[src/rtl/tug_playfield.sv]
// tug_playfield -- tug-of-war playfield driver.
//
// Conditions the two player buttons into single-cycle presses, walks a lit
// LED along LEDR[9:1] toward the pressing player, scores round wins on the
// end LEDs and stops the game once a player reaches SCORE_MAX wins.
//
// Ports:
//   clk        system clock
//   reset      asynchronous, active-high reset
//   L, R       player buttons, active-high, asynchronous to clk
//   LEDR[9:0]  playfield, one-hot over bits 9..1 during play, bit 0 always 0
//   HEX5[6:0]  left score digit, active-low {g,f,e,d,c,b,a}
//   HEX0[6:0]  right score digit, same encoding
//   round_over high while a round-win state is held
//   game_over  high once either score reaches SCORE_MAX
module tug_playfield #(
  parameter int unsigned SCORE_MAX = 7
) (
  input  logic       clk,
  input  logic       reset,
  input  logic       L,
  input  logic       R,
  output logic [9:0] LEDR,
  output logic [6:0] HEX5,
  output logic [6:0] HEX0,
  output logic       round_over,
  output logic       game_over
);

  localparam logic [3:0] SMAX   = 4'(SCORE_MAX);
  localparam logic [3:0] CENTRE = 4'd5;

  // Three-bit encoding leaves spare codes; any of them falls back to PLAY.
  typedef enum logic [2:0] {
    PLAY      = 3'd0,
    WIN_L     = 3'd1,
    WIN_R     = 3'd2,
    GAME_OVER = 3'd3
  } state_t;

  state_t     state_q, state_d;
  logic [3:0] pos_q, pos_d;
  logic [3:0] lscore_q, lscore_d;
  logic [3:0] rscore_q, rscore_d;

  logic l_s1, l_s2, l_prev;
  logic r_s1, r_s2, r_prev;
  logic l_press, r_press;
  logic l_only, r_only;

  logic [9:0] ledr_q, ledr_d;
  logic [6:0] hex5_q, hex5_d;
  logic [6:0] hex0_q, hex0_d;
  logic       ro_q, ro_d;
  logic       go_q, go_d;

  function automatic logic [6:0] seg7(input logic [3:0] v);
    logic [6:0] s;
    case (v)
      4'd0:    s = 7'b1000000;
      4'd1:    s = 7'b1111001;
      4'd2:    s = 7'b0100100;
      4'd3:    s = 7'b0110000;
      4'd4:    s = 7'b0011001;
      4'd5:    s = 7'b0010010;
      4'd6:    s = 7'b0000010;
      4'd7:    s = 7'b1111000;
      4'd8:    s = 7'b0000000;
      4'd9:    s = 7'b0010000;
      default: s = 7'b1111111;
    endcase
    return s;
  endfunction

  // Two-flop synchronizers plus a previous-value flop for edge detection.
  always_ff @(posedge clk or posedge reset) begin
    if (reset) begin
      l_s1   <= 1'b0;
      l_s2   <= 1'b0;
      l_prev <= 1'b0;
      r_s1   <= 1'b0;
      r_s2   <= 1'b0;
      r_prev <= 1'b0;
    end else begin
      l_s1   <= L;
      l_s2   <= l_s1;
      l_prev <= l_s2;
      r_s1   <= R;
      r_s2   <= r_s1;
      r_prev <= r_s2;
    end
  end

  assign l_press = l_s2 & ~l_prev;
  assign r_press = r_s2 & ~r_prev;
  // Simultaneous presses cancel out in every state.
  assign l_only  = l_press & ~r_press;
  assign r_only  = r_press & ~l_press;

  always_ff @(posedge clk or posedge reset) begin
    if (reset) begin
      state_q  <= PLAY;
      pos_q    <= CENTRE;
      lscore_q <= '0;
      rscore_q <= '0;
    end else begin
      state_q  <= state_d;
      pos_q    <= pos_d;
      lscore_q <= lscore_d;
      rscore_q <= rscore_d;
    end
  end

  always_comb begin
    state_d  = state_q;
    pos_d    = pos_q;
    lscore_d = lscore_q;
    rscore_d = rscore_q;
    case (state_q)
      PLAY: begin
        if (pos_q < 4'd1 || pos_q > 4'd9) begin
          pos_d = CENTRE;
        end else if (l_only) begin
          if (pos_q != 4'd9) begin
            pos_d = pos_q + 4'd1;
          end else if (lscore_q < SMAX) begin
            lscore_d = lscore_q + 4'd1;
            state_d  = (lscore_d == SMAX) ? GAME_OVER : WIN_L;
          end
        end else if (r_only) begin
          if (pos_q != 4'd1) begin
            pos_d = pos_q - 4'd1;
          end else if (rscore_q < SMAX) begin
            rscore_d = rscore_q + 4'd1;
            state_d  = (rscore_d == SMAX) ? GAME_OVER : WIN_R;
          end
        end
      end
      WIN_L, WIN_R: begin
        if (l_only || r_only) begin
          state_d = PLAY;
          pos_d   = CENTRE;
        end
      end
      GAME_OVER: begin
        state_d = GAME_OVER;
      end
      default: begin
        state_d = PLAY;
        pos_d   = CENTRE;
      end
    endcase
  end

  // Outputs are decoded from the next-state values and registered, so they
  // change on the same edge as the state and never glitch.
  always_comb begin
    ledr_d = '0;
    if (state_d == PLAY) begin
      ledr_d    = 10'd1 << pos_d;
      ledr_d[0] = 1'b0;
    end
    ro_d   = (state_d == WIN_L) || (state_d == WIN_R);
    go_d   = (state_d == GAME_OVER);
    hex5_d = seg7(lscore_d);
    hex0_d = seg7(rscore_d);
  end

  always_ff @(posedge clk or posedge reset) begin
    if (reset) begin
      ledr_q <= 10'b0000100000;
      hex5_q <= 7'b1000000;
      hex0_q <= 7'b1000000;
      ro_q   <= 1'b0;
      go_q   <= 1'b0;
    end else begin
      ledr_q <= ledr_d;
      hex5_q <= hex5_d;
      hex0_q <= hex0_d;
      ro_q   <= ro_d;
      go_q   <= go_d;
    end
  end

  assign LEDR       = ledr_q;
  assign HEX5       = hex5_q;
  assign HEX0       = hex0_q;
  assign round_over = ro_q;
  assign game_over  = go_q;

endmodule

[config.mk]
export PLATFORM = sky130hd
export DESIGN_NAME = tug_playfield
export DESIGN_NICKNAME = d
export VERILOG_FILES = /design/src/rtl/tug_playfield.sv
export SDC_FILE = /design/constraint.sdc
export NUM_CORES = 1
export LEC_CHECK = 0
export ABC_AREA = 1
export BUFFER_PORTS_ARGS = -buffer_cell sky130_fd_sc_hd__buf_2
export CAP_MARGIN = 20
export CORE_MARGIN = 2
export CORE_UTILIZATION = 25
export CTS_BUF_LIST = sky130_fd_sc_hd__clkbuf_4 sky130_fd_sc_hd__clkbuf_8 sky130_fd_sc_hd__clkbuf_16
export DETAILED_ROUTE_END_ITERATION = 7
export GPL_ROUTABILITY_DRIVEN = 0
export GPL_TIMING_DRIVEN = 0
export HOLD_SLACK_MARGIN = 0.03
export MAX_ROUTING_LAYER = met4
export PLACE_DENSITY = 0.47
export SLEW_MARGIN = 20
export SYNTH_ARGS = -nofsm -noshare
export SYNTH_HDL_FRONTEND = slang
export SYNTH_SLANG_ARGS = --single-unit
[constraint.sdc]
create_clock -name clk -period 2.9 [get_ports clk]
set_clock_uncertainty 0.05 [all_clocks]
set_input_delay 0.58 -clock clk [delete_from_list [all_inputs] [get_ports clk]]
set_output_delay 0.58 -clock clk [all_outputs]
set_load 0.005 [all_outputs]
==> results of run 1 <==
==> state kept, by name (all words and copies together) (netlist names) <==
register,flops
pos_q,4
l_s2,1
r_s2,1
HEX5,7
r_prev,1
game_over,1
l_s1,1
l_prev,1
round_over,1
LEDR,9
r_s1,1
lscore_q,4
state_q,3
HEX0,7
rscore_q,4
==> metal layers <==
metal  share of wire, %  routed length, um
met5                  0                  0
met3                2.3                108
met2                 48               2300
met4                1.0                 49
met1                 48               2290
==> path summary, 6_finish.rpt <==
| check | start | end | slack (ns) | depth (start not counted) |
|---|---|---|---|---|
| min in group clk | l_s1 | l_s2 | 0.30 | 0 |
| hold / removal | reset | HEX0[3] | 0.28 | 2 |
| hold reg to reg | l_s1 | l_s2 | 0.30 | 0 |
| max in group asynchronous | reset | HEX5[6] | 1.96 | 3 |
| setup / recovery | pos_q[0] | HEX5[3] | 0.28 | 12 |
| setup reg to reg | pos_q[0] | HEX5[3] | 0.28 | 12 |
==> layout make-up <==
class,count,share of cell area (%)
Buffer,2,0.641
Clock buffer,7,3.08
Clock inverter,1,0.171
Inverter,45,5.86
Multi-Input combinational cell,200,39.3
Sequential cell,46,39.5
Tap cell,133,5.69
Timing Repair Buffer,29,5.73
==> metrics by stage <==
stage	util (%)	hold WS [ns]	std cells	power, W
2_1_floorplan	-	0.281	293	0.00108
3_3_place_gp	28.8	0.288	454	0.00121
3_5_place_dp	29.1	0.286	455	0.00121
4_1_cts	30.1	0.304	463	0.00164
5_1_grt	30.1	0.320	463	0.00174
6_report	30.1	0.282	463	0.00160
==> placed cells by master (no fill, tap or decap), drive strengths merged, types with 2 or more instances in the layout <==
master / instances
nand3: 27
inv: 45
o21ai: 12
dfrtp: 41
xor2: 2
clkbuf: 7
a21oi: 9
nor2: 36
ha: 19
nand2: 84
buf: 31
nand4: 2
conb: 2
dfstp: 5
==> power breakdown <==
group | internal (W) | switching [W]
registers | 0.000734 | 0.0000420
clock network | 0.000202 | 0.000208
logic | 0.000162 | 0.000256
total | 0.00110 | 0.000506
==> critical path, delay by kind of cell, from the launching register on <==
kind	cells	cell delay, ns
buffers and inverters	2	0.19
AND/OR/NAND/NOR	7	0.81
adder cells (fa/ha/maj)	2	0.48
flip-flops	1	0.60
XOR/XNOR	1	0.40
==> cell families (layout without fill, tap and decap cells) <==
logic type | count (synthesis) | in the layout | synth area share, %
simple gates | 151 | 151 | 27.9
buf+inv | 47 | 84 | 7.63
flops | 46 | 46 | 46.4
compound gates | 25 | 25 | 7.33
fa+ha+maj | 19 | 19 | 9.53
xor+xnor | 3 | 3 | 1.05
other cells | 1 | 2 | 0.150
==> load_flow_metrics.sql, run 1 <==
INSERT INTO impl_metrics (metric_group, metric, value, unit) VALUES
('global_routing', 'grt.met1_usage', '12.6', '%'),
('synthesis', 'synth_area', '2490', 'um2'),
('timing', 'grt_setup_unrepaired', 'no', ''),
('timing', 'fin_crit_sh', '90.3', '%'),
('outcome', 'status', 'finished, final reports clean', ''),
('finish', 'layout.cell_area.non_filler', '2930', 'um2'),
('setup_path', 'required', '3.03', 'ns'),
('job', 'maxCapViolCount', '0', ''),
('setup_path', 'critical_path.max_fanout', '6', ''),
('detailed_routing', 'routed_wire_length', '4.75', 'mm'),
('global_routing', 'grt_use_total', '10.1', '%'),
('floorplan', 'fp.dieH', '104', 'um'),
('clock_network', 'clock_sinks', '46', ''),
('clock_network', 'postCtsResizedCells', '0', ''),
('setup_path', 'end_kind', 'flip-flop', ''),
('timing', 'min_period', '2.62', 'ns'),
('synthesis', 'synth_ff_type', 'sky130_fd_sc_hd__dfrtp_1', ''),
('placement', 'place.detailed.hpwl', '3.66', 'mm'),
('global_routing', 'grt_first_pass_wirelength', '8.92', 'mm'),
('power_and_ir_drop', 'vdd_drop_max', '0.000235', 'V'),
('timing', 'final-max-slew-violation-count', '0', ''),
('clock_network', 'cts-htree-levels', '2', ''),
('floorplan', 'initial_core_util', '25.6', '%'),
('timing', 'tightest_slew', '0.556', 'ns'),
('synthesis', 'synthTopCellsByArea', 'sky130_fd_sc_hd__dfrtp_1, sky130_fd_sc_hd__nand2_1, sky130_fd_sc_hd__ha_1', ''),
('hold_path', 'tightest_hold_check_type', 'in -> async', ''),
('synthesis', 'post_synth_num_cell_types', '34', ''),
('global_routing', 'globalRouteOverflowTotal', '0', ''),
('synthesis', 'synthTopCellsByCount', 'sky130_fd_sc_hd__nand2_1, sky130_fd_sc_hd__dfrtp_1, sky130_fd_sc_hd__inv_1', ''),
('synthesis', 'yosysTopAreaCell', 'sky130_fd_sc_hd__dfrtp_1', ''),
('setup_path', 'critical_path.most_common_cell', 'sky130_fd_sc_hd__nand2_1', ''),
('synthesis', 'post_syn_area_per_cell', '8.54', 'um2'),
('placement', 'placement.cell_area', '2830', 'um2'),
('detailed_routing', 'drt_iter0_drc', '40', ''),
('setup_path', 'timing_worst_setup_path_type', 'reg -> reg', ''),
('clock_network', 'cts_root_buf', 'sky130_fd_sc_hd__clkbuf_8', ''),
('synthesis', 'synth.ff_latch_count', '46', ''),
('global_routing', 'grt_pass1_vias', '1988', ''),
('global_routing', 'initial_antenna_violation_count', '0', ''),
('synthesis', 'yosys_warnings', '0', ''),
('finish', 'drive_gt1_share', '23.0', '%'),
('global_routing', 'grt_util_met3', '1.88', '%'),
('placement', 'place_ws', '0.250', 'ns'),
('placement', 'io_buffer_count', '28', ''),
('synthesis', 'synth.top_cell.area_share', '41.1', '%'),
('setup_path', 'critPathArrivalTime', '2.75', 'ns'),
('synthesis', 'synth.most_common_cell', 'sky130_fd_sc_hd__nand2_1', ''),
('detailed_routing', 'dr.pass1.iters', '4', ''),
('synthesis', 'synth.yosys.seq_area_share', '46.4', '%'),
('clock_network', 'worst_skew_pair.late_latency', '0.29', 'ns'),
('setup_path', 'setup.worst_path.start_class', 'flip-flop', ''),
('clock_network', 'cts.reportedPaths.clkPinSlew', '0.09', 'ns'),
('detailed_routing', 'vias_per_cell', '4.16', ''),
('finish', 'layout.area.seq', '1160', 'um2'),
('power_and_ir_drop', 'powerDensity', '548', 'nW/um2'),
('setup_path', 'crit_path_max_incr_delay', '0.60', 'ns'),
('floorplan', 'core.rowCount', '36', ''),
('clock_network', 'cts-buffers-inserted', '5', ''),
('global_routing', 'busiest_layer_in_global_routing', 'met2', ''),
('detailed_routing', 'wire_per_inst', '10.3', 'um'),
('global_routing', 'grt_util_met2', '16.8', '%'),
('synthesis', 'synthCells', '292', ''),
('finish', 'area.growth.synth_to_final', '17.4', '%'),
('floorplan', 'dieWidth', '104', 'um'),
('finish', 'multi_input_area', '1150', 'um2'),
('clock_network', 'tritoncts', 'yes', ''),
('detailed_routing', 'drc_errors', '0', ''),
('finish', 'finish.net_count', '352', ''),
('clock_network', 'cts_max_path_buffers', '2', ''),
('clock_network', 'cts_hold_repair.buffers', '0', ''),
('synthesis', 'synth_edf_count', '0', '');
(Power assumes the default switching activity.)
==> inputs of run 2 (changes only) <==
- PLACE_DENSITY: 0.47 -> 0.43
==> run 2 against run 1 <==
- die area did not move
- worst setup slack improved by 0.068 ns
- cell count did not move
- utilization rose by 0.077 points
- sequential power barely moved
- total power barely moved
- highest routed layer unchanged
==> load_flow_metrics.sql, run 2 (synthesis gave the netlist of run 1 again) <==
INSERT INTO impl_metrics (metric_group, metric, value, unit) VALUES
('finish', 'post-route-util', '30.2', '%'),
('detailed_routing', 'routed_wire_length', '4.84', 'mm'),
('placement', 'place.detailed.hpwl', '3.71', 'mm'),
('timing', 'fin_setup_tns', '0', 'ns'),
('clock_network', 'tritoncts', 'yes', ''),
('setup_path', 'required', '3.07', 'ns'),
('finish', 'final_common_cell', 'sky130_fd_sc_hd__nand2_1', ''),
('detailed_routing', 'dr_total_vias', '1917', ''),
('detailed_routing', 'dr.pass1.iters', '4', ''),
('job', 'maxCapViolCount', '0', ''),
('timing', 'min_period', '2.55', 'ns'),
('timing', 'setup_viol', '0', ''),
('global_routing', 'grt_max_degree', '25', ''),
('power_and_ir_drop', 'vdd_drop_max', '0.000223', 'V'),
('detailed_routing', 'drc_errors', '0', ''),
('floorplan', 'core.rowCount', '36', ''),
('global_routing', 'initial_antenna_violation_count', '0', ''),
('power_and_ir_drop', 'internal_power', '0.00110', 'W'),
('setup_path', 'timing_worst_setup_path_type', 'reg -> reg', ''),
('setup_path', 'crit_end', 'HEX0[3]', ''),
('floorplan', 'dieWidth', '104', 'um'),
('timing', 'relSlewSlack', '63.8', '%'),
('timing', 'fin_crit_sh', '88.0', '%'),
('setup_path', 'end_kind', 'flip-flop', ''),
('global_routing', 'grt_first_pass_wirelength', '8.75', 'mm'),
('floorplan', 'boundaryPins', '30', ''),
('detailed_routing', 'vias_per_cell', '4.14', ''),
('floorplan', 'initial_core_util', '25.6', '%'),
('global_routing', 'grt_use_total', '10.0', '%'),
('hold_path', 'tightest_hold_check_type', 'in -> async', ''),
('setup_path', 'cp-startpoint', 'pos_q[0]', ''),
('global_routing', 'grt_pass1_vias', '1932', ''),
('clock_network', 'worst_skew_pair.late_latency', '0.29', 'ns'),
('clock_network', 'clock_sinks', '46', ''),
('setup_path', 'reg_to_reg_critical_path_endpoint', 'HEX0[3]', ''),
('placement', 'io_buffer_count', '28', ''),
('setup_path', 'worst_r2r_path_depth', '12', ''),
('floorplan', 'fp.dieH', '104', 'um'),
('clock_network', 'cts_root_buf', 'sky130_fd_sc_hd__clkbuf_8', ''),
('global_routing', 'globalRouteOverflowTotal', '0', ''),
('setup_path', 'critPathArrivalTime', '2.72', 'ns'),
('finish', 'layout.cell_area.non_filler', '2930', 'um2'),
('clock_network', 'cts-htree-levels', '2', ''),
('timing', 'hold_ws', '0.274', 'ns'),
('power_and_ir_drop', 'combPwrFrac', '26.4', '%'),
('finish', 'largest_register_ff_count', '9', ''),
('finish', 'drive_gt1_share', '23.3', '%'),
('finish', 'area.growth.synth_to_final', '17.7', '%'),
('power_and_ir_drop', 'powerDensity', '546', 'nW/um2'),
('placement', 'placement.cell_area', '2830', 'um2'),
('detailed_routing', 'final_antenna_net_count', '0', ''),
('clock_network', 'cts_hold_repair.buffers', '0', ''),
('clock_network', 'cts_max_path_buffers', '2', ''),
('power_and_ir_drop', 'sw_frac_of_total', '31.5', '%'),
('outcome', 'status', 'finished, final reports clean', ''),
('power_and_ir_drop', 'leakagePower', '1.57', 'nW'),
('finish', 'layout.cells.most_common_list', 'sky130_fd_sc_hd__nand2_1, sky130_fd_sc_hd__dfrtp_1, sky130_fd_sc_hd__inv_1, sky130_fd_sc_hd__nor2_1, sky130_fd_sc_hd__buf_2', ''),
('clock_network', 'cts-buffers-inserted', '5', ''),
('power_and_ir_drop', 'p_seq_share', '48.4', '%'),
('setup_path', 'setup.worst_path.start_class', 'flip-flop', ''),
('finish', 'antenna_cells_inserted', '0', ''),
('timing', 'final-max-slew-violation-count', '0', ''),
('power_and_ir_drop', 'clkPwrFrac', '25.2', '%'),
('detailed_routing', 'wire_per_inst', '10.4', 'um'),
('clock_network', 'cts_post_setup_buffers_inserted', '0', ''),
('timing', 'tightest_slew', '0.542', 'ns'),
('timing', 'grt_setup_unrepaired', 'no', ''),
('power_and_ir_drop', 'power.net_switching', '0.000505', 'W'),
('setup_path', 'critical_path.max_fanout', '6', ''),
('floorplan', 'core_region_area', '9730', 'um2'),
('power_and_ir_drop', 'design_power_total', '0.00160', 'W'),
('floorplan', 'die_area', '10800', 'um2'),
('timing', 'hold_violations', '0', ''),
('finish', 'finish.net_count', '352', ''),
('clock_network', 'cts.reportedPaths.clkPinSlew', '0.08', 'ns'),
('timing', 'achievable-frequency', '392', 'MHz'),
('detailed_routing', 'drt_iter0_drc', '45', ''),
('setup_path', 'timing.rr.start', 'pos_q[0]', ''),
('setup_path', 'timing.reg2reg.setup_slack', '0.35', 'ns');
-- run 2: changes by cell type in the layout (fill, tap and decap cells not counted) --
cell	previous run	this run
sky130_fd_sc_hd__xor2_1	2	1
sky130_fd_sc_hd__xor2_2	0	1
-- run 2: final cells by class --
type                            count  area [um2]
Tap cell                          133         166
Multi-Input combinational cell    200        1160
Buffer                              2        18.8
Clock inverter                      1        5.00
Fill cell                        1077        6800
Sequential cell                    46        1160
Inverter                           45         171
Timing Repair Buffer               29         168
Clock buffer                        7        90.1
-- run 2: power by group through the flow --
stage          Sequential (W)  Clock [W]  Combinational [W]
5_1_grt              0.000787   0.000456           0.000497
3_5_place_dp         0.000788          0           0.000428
3_3_place_gp         0.000790          0           0.000422
4_1_cts              0.000777   0.000431           0.000432
6_report             0.000776   0.000404           0.000424
2_1_floorplan        0.000792          0           0.000286
-- run 2: repair_timing --
| action | 4_1_cts | 5_1_grt |
|---|---|---|
| endpoints found under the setup margin | 0 | 1 |
| gates resized for setup | 0 | 1 |
| hold endpoints to repair | 0 | 0 |
-- run 2: per-stage QoR --
step	std cells	worst slack [ns]
6_report	463	0.348
5_1_grt	463	0.0929
4_1_cts	463	0.218
3_5_place_dp	455	0.232
3_3_place_gp	454	0.229
2_1_floorplan	293	0.604
-- run 2: layer usage --
layer	GRT usage, %	routed length [um]	vias to the layer above
met5	-	0	-
met4	3.86	129	0
met3	2.01	150	10
met2	16.4	2280	29
met1	12.2	2280	897
li1	-	-	981
-- run 2: worst min path at each step --
stage	slack [ns]	endpoint	cells past startpoint
final	0.27	HEX0[0]	2
after global routing	0.31	HEX0[0]	2
after CTS	0.30	HEX0[0]	2
after detailed placement	0.29	l_s2	0
after global placement	0.28	l_s2	0
after floorplan	0.28	l_s2	0
-- run 2: critical path, stage by stage, from the launching register on --
cell and delay [ns]:
sky130_fd_sc_hd__dfstp_2 0.59, sky130_fd_sc_hd__inv_1 0.11, sky130_fd_sc_hd__ha_1 0.25, sky130_fd_sc_hd__nand2_1 0.16, sky130_fd_sc_hd__nand3_4 0.13, sky130_fd_sc_hd__nor2_4 0.25, sky130_fd_sc_hd__nand2_1 0.11, sky130_fd_sc_hd__o21ai_2 0.14
sky130_fd_sc_hd__inv_1 0.13, sky130_fd_sc_hd__ha_1 0.28, sky130_fd_sc_hd__nand2_1 0.09, sky130_fd_sc_hd__nand2_1 0.05, sky130_fd_sc_hd__o21ai_1 0.13
==> inputs of run 3 (changes only) <==
==> constraint.sdc (replaced) <==
create_clock -name clk -period 2.9 [get_ports clk]
set_clock_uncertainty 0.05 [all_clocks]
set_input_delay 0 -clock clk [delete_from_list [all_inputs] [get_ports clk]]
set_output_delay 0 -clock clk [all_outputs]
set_load 0.005 [all_outputs]
==> run 3 against run 2 <==
- routed wire length is essentially flat
- die area is the same
- sequential share of layout area shrank 0.40 points
- clock-buffer cell count is the same
- cell count grew 0.65%
- utilization grew 0.31 points
- hold slack lost 0.030 ns
- non-clock buffer count grew 3
- sequential power is essentially flat
- register-to-register slack is essentially flat
- combinational power is essentially flat
- largest power group unchanged
- highest routed layer unchanged
==> load_flow_metrics.sql, run 3 (synthesis gave the netlist of run 1 again) <==
INSERT INTO impl_metrics (metric_group, metric, value, unit) VALUES
('outcome', 'status', 'finished, final reports clean', ''),
('clock_network', 'cts.reportedPaths.clkPinSlew', '0.08', 'ns'),
('setup_path', 'timing_worst_setup_path_type', 'reg -> reg', ''),
('global_routing', 'initial_antenna_violation_count', '0', ''),
('timing', 'grt_setup_unrepaired', 'no', ''),
('clock_network', 'cts_post_setup_buffers_inserted', '0', ''),
('floorplan', 'boundaryPins', '30', ''),
('finish', 'final_common_cell', 'sky130_fd_sc_hd__nand2_1', ''),
('global_routing', 'grt_max_degree', '25', ''),
('detailed_routing', 'drt_iter0_drc', '47', ''),
('global_routing', 'globalRouteOverflowTotal', '0', ''),
('setup_path', 'end_kind', 'flip-flop', ''),
('clock_network', 'worst_skew_pair.late_latency', '0.29', 'ns'),
('placement', 'place.detailed.hpwl', '3.71', 'mm'),
('detailed_routing', 'wire_per_inst', '10.4', 'um'),
('floorplan', 'dieWidth', '104', 'um'),
('finish', 'largest_register_ff_count', '9', ''),
('floorplan', 'initial_core_util', '25.6', '%'),
('floorplan', 'die_area', '10800', 'um2'),
('power_and_ir_drop', 'powerDensity', '542', 'nW/um2'),
('timing', 'achievable-frequency', '391', 'MHz'),
('timing', 'tightest_slew', '0.543', 'ns'),
('detailed_routing', 'dr.pass1.iters', '4', ''),
('finish', 'finish.net_count', '355', ''),
('detailed_routing', 'vias_per_cell', '4.14', ''),
('hold_path', 'tightest_hold_check_type', 'in -> async', ''),
('timing', 'fin_crit_sh', '88.1', '%'),
('floorplan', 'fp.dieH', '104', 'um'),
('finish', 'layout.cells.most_common_list', 'sky130_fd_sc_hd__nand2_1, sky130_fd_sc_hd__dfrtp_1, sky130_fd_sc_hd__inv_1, sky130_fd_sc_hd__nor2_1, sky130_fd_sc_hd__buf_2', ''),
('setup_path', 'setup.worst_path.start_class', 'flip-flop', ''),
('finish', 'layout.cell_area.non_filler', '2960', 'um2'),
('clock_network', 'cts_max_path_buffers', '2', ''),
('detailed_routing', 'routed_wire_length', '4.84', 'mm'),
('setup_path', 'critPathArrivalTime', '2.72', 'ns'),
('clock_network', 'clock_sinks', '46', ''),
('detailed_routing', 'drc_errors', '0', ''),
('global_routing', 'grt_first_pass_wirelength', '8.83', 'mm'),
('placement', 'io_buffer_count', '28', ''),
('power_and_ir_drop', 'design_power_total', '0.00161', 'W'),
('finish', 'area.growth.synth_to_final', '18.9', '%'),
('floorplan', 'core_region_area', '9730', 'um2'),
('job', 'maxCapViolCount', '0', ''),
('clock_network', 'cts-buffers-inserted', '5', ''),
('finish', 'antenna_cells_inserted', '0', ''),
('clock_network', 'tritoncts', 'yes', ''),
('power_and_ir_drop', 'leakagePower', '1.58', 'nW'),
('timing', 'hold_violations', '0', ''),
('timing', 'relSlewSlack', '63.8', '%'),
('power_and_ir_drop', 'vdd_drop_max', '0.000224', 'V'),
('detailed_routing', 'dr_total_vias', '1931', ''),
('placement', 'placement.cell_area', '2830', 'um2'),
('setup_path', 'critical_path.max_fanout', '6', ''),
('setup_path', 'required', '3.07', 'ns'),
('detailed_routing', 'final_antenna_net_count', '0', ''),
('floorplan', 'core.rowCount', '36', ''),
('clock_network', 'cts-htree-levels', '2', ''),
('timing', 'setup_viol', '0', ''),
('timing', 'fin_setup_tns', '0', 'ns'),
('finish', 'drive_gt1_share', '23.1', '%'),
('global_routing', 'grt_use_total', '10.1', '%'),
('timing', 'min_period', '2.56', 'ns'),
('timing', 'final-max-slew-violation-count', '0', ''),
('global_routing', 'grt_pass1_vias', '1959', ''),
('clock_network', 'cts_root_buf', 'sky130_fd_sc_hd__clkbuf_8', '');
run 3: cell types whose count changed in the layout (fill, tap and decap cells not counted), sizes merged:
| cell | delta |
|---|---|
| dlygate4sd3 | +3 |
run 3: layout make-up:
cell class                 instances  area [um2]
fill                            1077        6770
sequential                        46        1160
multi-input combinational        200        1160
timing repair buffer              32         198
inverter                          45         171
tap                              133         166
clock buffer                       7        90.1
buffer                             2        18.8
clock inverter                     1        5.00
run 3: final timing paths:
| check | from | end | slack [ns] | cells after the start |
|---|---|---|---|---|
| max | pos_q[0] | HEX0[3] | 0.34 | 12 |
| max in group asynchronous | reset | HEX5[6] | 1.99 | 4 |
| min in group clk | l_s1 | l_s2 | 0.30 | 0 |
| max reg2reg | pos_q[0] | HEX0[3] | 0.34 | 12 |
| min reg2reg | l_s1 | l_s2 | 0.30 | 0 |
| min | reset | HEX0[0] | 0.24 | 3 |
run 3: stage by stage:
step | hold slack [ns] | worst slack [ns] | cells | util, %
final | 0.244 | 0.344 | 466 | 30.5
after global routing | 0.299 | 0.0929 | 466 | 30.5
after CTS | 0.262 | 0.218 | 466 | 30.4
after detailed placement | 0.0453 | 0.232 | 455 | 29.1
after global placement | 0.0700 | 0.229 | 454 | 28.8
after floorplan | -0.0186 | 0.604 | 293 | -
run 3: critical path, cell delays in order, from the launching register on:
cell and delay [ns]:
sky130_fd_sc_hd__dfstp_2 0.59, sky130_fd_sc_hd__inv_1 0.11, sky130_fd_sc_hd__ha_1 0.25, sky130_fd_sc_hd__nand2_1 0.16
sky130_fd_sc_hd__nand3_4 0.13, sky130_fd_sc_hd__nor2_4 0.25, sky130_fd_sc_hd__nand2_1 0.11, sky130_fd_sc_hd__o21ai_2 0.15
sky130_fd_sc_hd__inv_1 0.13, sky130_fd_sc_hd__ha_1 0.28, sky130_fd_sc_hd__nand2_1 0.09, sky130_fd_sc_hd__nand2_1 0.05
sky130_fd_sc_hd__o21ai_1 0.13
run 3: what timing repair did:
item / in CTS / in global routing
endpoints found under the hold margin: 21 / 0
hold buffers: 3 / 0
endpoints found under the setup margin: 0 / 1
gates resized for setup: 0 / 1
run 3: where the power goes:
group          leakage (nW)  internal (W)  switching [W]
Sequential            0.596      0.000734      0.0000413
Combinational         0.930      0.000165       0.000262
Clock                0.0517      0.000202       0.000202
Total                  1.58       0.00110       0.000505
run 3: layer usage:
metal	wire, um	global-route usage [%]	part of all wire (%)	up-vias
met5	0	-	0	-
met4	129	3.86	2.7	0
met3	136	2.01	2.8	10
met2	2290	16.6	47	25
met1	2290	12.2	47	908
li1	-	-	-	988
